### src/rtl/imem_rewrite_queue.sv
// imem_rewrite_queue
// Buffers re-randomized instruction words coming from the core's write-back
// stream and drains them, oldest first, into the single instruction-memory
// write port under a valid/ready handshake. A busy write port therefore never
// back-pressures the pipeline; when the queue is full and nothing drains, the
// incoming word is dropped and the sticky overflow flag is raised.
//
// Optional feature macro: IMEM_REWRITE_BYPASS_EN
//   When defined, fetch_data is forwarded from the newest pending entry whose
//   address matches fetch_addr, so the core never fetches a stale word that
//   is still waiting in the queue. When undefined, fetch_data is simply
//   fetch_data_raw and no address comparators exist.
module imem_rewrite_queue #(
   parameter int unsigned ADDR_W = 8,
   parameter int unsigned DATA_W = 16,
   parameter int unsigned DEPTH  = 4
) (
   input  logic                     clk,
   input  logic                     rst,
   input  logic                     wr_en,
   input  logic [ADDR_W-1:0]        wr_addr,
   input  logic [DATA_W-1:0]        wr_data,
   output logic                     full,
   output logic                     empty,
   output logic [$clog2(DEPTH):0]   count,
   output logic                     overflow,
   output logic                     imem_wr_en,
   output logic [ADDR_W-1:0]        imem_wr_addr,
   output logic [DATA_W-1:0]        imem_wr_data,
   input  logic                     imem_wr_ready,
   input  logic [ADDR_W-1:0]        fetch_addr,
   input  logic [DATA_W-1:0]        fetch_data_raw,
   output logic [DATA_W-1:0]        fetch_data
);

   localparam int unsigned PTR_W = $clog2(DEPTH);
   localparam int unsigned CNT_W = PTR_W + 1;

   // Entry storage; contents are don't-care after reset, so no reset here.
   logic [ADDR_W-1:0] addr_q [DEPTH];
   logic [DATA_W-1:0] data_q [DEPTH];

   logic [PTR_W-1:0]  head_q;
   logic [PTR_W-1:0]  tail_q;
   logic [CNT_W-1:0]  count_q;
   logic              overflow_q;

   logic              push;
   logic              pop;

   // Status derived purely from the registered occupancy count.
   assign empty    = (count_q == '0);
   assign full     = (count_q == CNT_W'(DEPTH));
   assign count    = count_q;
   assign overflow = overflow_q;

   // A pop in the same cycle frees a slot, so a full queue can still accept.
   assign pop  = !empty && imem_wr_ready;
   assign push = wr_en && (!full || pop);

   // Head entry goes straight to the memory port; forced to zero while empty.
   assign imem_wr_en   = !empty;
   assign imem_wr_addr = empty ? '0 : addr_q[head_q];
   assign imem_wr_data = empty ? '0 : data_q[head_q];

   // Pointer, occupancy and sticky overflow bookkeeping.
   always_ff @(posedge clk) begin
      if (rst) begin
         head_q     <= '0;
         tail_q     <= '0;
         count_q    <= '0;
         overflow_q <= 1'b0;
      end else begin
         if (push) tail_q <= tail_q + 1'b1;
         if (pop)  head_q <= head_q + 1'b1;
         if (push && !pop)      count_q <= count_q + 1'b1;
         else if (pop && !push) count_q <= count_q - 1'b1;
         if (wr_en && !push)    overflow_q <= 1'b1;
      end
   end

   // Capture the incoming word at the tail slot.
   always_ff @(posedge clk) begin
      if (push) begin
         addr_q[tail_q] <= wr_addr;
         data_q[tail_q] <= wr_data;
      end
   end

`ifdef IMEM_REWRITE_BYPASS_EN
   // Walk occupied entries oldest to newest so the newest match wins; the
   // entry being popped this cycle is still occupied, a same-cycle push is not.
   always_comb begin
      logic [PTR_W-1:0] idx;
      fetch_data = fetch_data_raw;
      idx        = head_q;
      for (int unsigned i = 0; i < DEPTH; i++) begin
         idx = head_q + PTR_W'(i);
         if ((CNT_W'(i) < count_q) && (addr_q[idx] == fetch_addr))
            fetch_data = data_q[idx];
      end
   end
`else
   // No forwarding: fetches see memory contents until the write drains.
   logic unused_fetch_addr;
   assign unused_fetch_addr = ^fetch_addr;
   assign fetch_data        = fetch_data_raw;
`endif

endmodule

### config.mk
export PLATFORM = sky130hd
export DESIGN_NAME = imem_rewrite_queue
export DESIGN_NICKNAME = d
export VERILOG_FILES = /design/src/rtl/imem_rewrite_queue.sv
export SDC_FILE = /design/constraint.sdc
export NUM_CORES = 1
export LEC_CHECK = 0
export ABC_AREA = 1
export ABC_CLOCK_PERIOD_IN_PS = 2600
export BUFFER_PORTS_ARGS = -buffer_cell sky130_fd_sc_hd__buf_4
export CAP_MARGIN = 20
export CORE_ASPECT_RATIO = 0.8
export CORE_UTILIZATION = 51
export DETAILED_ROUTE_END_ITERATION = 6
export PLACE_DENSITY_LB_ADDON = 0.12
export SLEW_MARGIN = 20
export SYNTH_ARGS = -nofsm -noshare
export SYNTH_HDL_FRONTEND = slang
export SYNTH_SLANG_ARGS = --single-unit
### constraint.sdc
create_clock -name clk -period 2.6 [get_ports clk]
set_input_delay 0.13 -clock clk [delete_from_list [all_inputs] [get_ports clk]]
set_output_delay 0.13 -clock clk [all_outputs]
set_load 0.01 [all_outputs]
==> flow_summary_export.csv <==
group,metric,value,unit
run_status,run_status,"complete, no violations",
setup_path,cp_data_arrival_time,2010,ps
route,detail_route.wirelength,8099,um
setup_path,startpoint_type,"flip-flop",
power_and_ir_drop,cellPowerDensity,899.1,nW/um^2
sta,fin_ws,461.0,ps
synthesis,synthFlopType,"edfxtp_1",
final_layout,antenna_cells,0,
min_path,min_path_type,"in2reg",
global_routing,antenna_found_initial,0,
power_and_ir_drop,seqPwrFrac,45.1,%
power_and_ir_drop,irDropWorstVdd,0.7267,mV
setup_path,worstPathMaxFanout,48,
floorplanning,core-area,8128,um^2
power_and_ir_drop,swShare,32.06,%
setup_path,worst_ep_required_time,2470,ps
route,vias,2764,
final_layout,areaGrowthSynthToFinish,19.71,%
synthesis,synth.ff_latch_count,106,
place,place_ws,519.3,ps
min_path,worstHoldEndpoint,"tail_q[1]$_SDFFE_PP0P_",
power_and_ir_drop,combPwrFrac,32.9,%
place,dpl_cell_area,4771,um^2
floorplanning,die_height,84.76,um
sta,setup_tns,0,ps
final_layout,drive_above_1_share,19.06,%
place,port_buffers,58,
final_layout,layout.nets,500,
setup_path,rrSetupSlack,500,ps
synthesis,syn_nets,433,
final_layout,final_cell_mix,"nor2_1 (104), edfxtp_1 (96), buf_4 (64), a21oi_1 (30), o21ai_0 (29)",
sta,holdWs,70.43,ps
power_and_ir_drop,leakagePower,1.964,nW
sta,tightestPinTransition,887.0,ps
floorplanning,die_x,105.5,um
global_routing,grt_usage,19.88,%
synthesis,async_flop_share,0,%
clock_tree,cts_tree,"yes",
global_routing,grt_pass1_vias,2736,
sta,setup_viol,0,
route,wl_per_cell,14.62,um
synthesis,syn_inst,375,
clock_tree,clk_pin_slew,80,ps
sta,rsz0062_at_grt,"no",
clock_tree,ctsResizeCount,0,
place,globalplace.congestion,0.7775,
synthesis,synth-edff-count,96,
sta,max_freq,467.5,MHz
final_layout,final_common_cell,"nor2_1",
route,initialDrtViolationCount,140,
clock_tree,cts.sinks,106,
setup_path,crit-reg2reg-capture,"count[1]$_SDFFE_PP0P_",
setup_path,cp-end-kind,"primary output",
setup_path,critPathKind,"reg2out",
synthesis,yosysUniqueCellTypes,20,
sta,slew_viol_final,0,
clock_tree,cts_made_buffers,9,
flow_run,drv_cap,0,
synthesis,synth.avg_cell_area,11.64,um^2
setup_path,reg2reg_from,"count[1]$_SDFFE_PP0P_",
sta,period_minus_slack,2139,ps
sta,post-route-period-util,82.27,%
route,vias_per_cell,4.989,
floorplanning,start_util,53.73,%
power_and_ir_drop,p_switching,1.507,mW
route,drcViolationCount,0,
synthesis,synth_warnings,0,
sta,hold_viol,0,
final_layout,stdcell_count,554,
global_routing,grt_max_degree,49,
place,place_inst,514,
clock_tree,cts_max_level,3,
clock_tree,cts_buffer_depth,2,
setup_path,r2r_cells,9,
min_path,hold_path_startpoint,"wr_en",
route,ant_nets,0,
power_and_ir_drop,intPower,3.193,mW
global_routing,grt_first_pass_wirelength,13260,um
floorplanning,io_pins,99,
synthesis,ys_seq_area_share,70.60,%
final_layout,post-route-cell-area,5228,um^2
synthesis,syn-cell-area,4367,um^2
floorplanning,placementRows,29,
clock_tree,cts_setup_buffers,0,
sta,skew,7.099,ps
route,dr.pass1.iters,4,
min_path,hold_depth,3,
floorplanning,dieArea,8938,um^2
sta,timing.slew.headroom,40.80,%
place,post-dp-hpwl,4556,um
power_and_ir_drop,p_clk_share,22.0,%
clock_tree,clk_latency,360,ps
global_routing,grt-ovfl-total,0,
clock_tree,clock-root-buffer,"clkbuf_8",
==> area by class of cell <==
| class | count | area [um^2] |
|---|---|---|
| inverter | 20 | 75.07 |
| timing repair buffer | 89 | 730.7 |
| tap | 108 | 135.1 |
| sequential | 106 | 3084 |
| fill | 624 | 2900 |
| clock buffer | 9 | 123.9 |
| clock inverter | 6 | 82.58 |
| multi-input combinational | 216 | 996.0 |
==> Yosys cell counts (5+ instances only) <==
cell type / instances / area share (%)
o21ai_1: 20 / 2.3
buf_2: 8 / 0.92
ha_1: 5 / 1.4
nand3_1: 6 / 0.69
nor2_1: 108 / 9.3
o21ai_0: 29 / 3.3
dfxtp_1: 10 / 4.6
buf_4: 19 / 3.3
nand2_1: 14 / 1.2
a21oi_1: 30 / 3.4
inv_1: 18 / 1.5
edfxtp_1: 96 / 66
==> worst max-delay path: stages (launching register included) <==
cell and delay, ps:
dfxtp_2 440, inv_2 610, o21ai_0 200, a21oi_1 230
buf_4 160
==> cells by family after synthesis <==
family,Yosys count,share of synthesized area [%]
simple gates,130,11.43
flops,106,70.60
compound gates,79,9.054
buf+inv,53,6.820
fa+ha+maj,6,1.891
xor+xnor,1,0.2006
==> through the flow <==
stage,util (%),power (mW)
2_1_floorplan,-,3.082
6_report,64.32,4.700
3_3_place_gp,58.70,3.656
3_5_place_dp,58.70,3.690
4_1_cts,64.32,4.751
5_1_grt,64.32,4.980
==> how the worst max path moves through the flow <==
stage | startpoint | endpoint | slack [ps] | cells past startpoint
3_5_place_dp | count[1]$_SDFFE_PP0P_ | count[1]$_SDFFE_PP0P_ | 520 | 9
2_1_floorplan | count[0]$_SDFFE_PP0P_ | addr_q[1][0]$_DFFE_PP_ | 340 | 4
3_3_place_gp | count[1]$_SDFFE_PP0P_ | count[1]$_SDFFE_PP0P_ | 550 | 9
5_1_grt | flip-flop | imem_wr_data[7] | 230 | 4
6_report | flip-flop | imem_wr_addr[1] | 460 | 4
4_1_cts | flip-flop | imem_wr_addr[7] | 400 | 4
==> flip-flops by register name, summed over array words and instances, names as in the netlist, named ones only <==
register and count:
tail_q 2, head_q 2, data_q 64, count 3, overflow 1, addr_q 32
==> metal layers <==
layer,up-vias,global-route usage (%),wire length [um]
li1,1397,-,-
met1,1256,25.47,3655
met2,89,32.54,3888
met3,22,4.814,419
met4,0,8.579,136
met5,-,0,0
==> power by group through the flow <==
| stage | sequential (mW) | clock, mW | combinational [mW] |
|---|---|---|---|
| 2_1_floorplan | 2.13 | 0 | 0.950 |
| 3_3_place_gp | 2.15 | 0 | 1.50 |
| 3_5_place_dp | 2.16 | 0 | 1.53 |
| 4_1_cts | 2.12 | 1.06 | 1.57 |
| 5_1_grt | 2.14 | 1.11 | 1.72 |
| 6_report | 2.12 | 1.04 | 1.55 |
==> repair_timing <==
action	in CTS	in global routing
endpoints found under the setup margin	0	0
hold buffers	25	0
endpoints found under the hold margin	102	0
No activity file was read; power rests on OpenSTA's default activity.
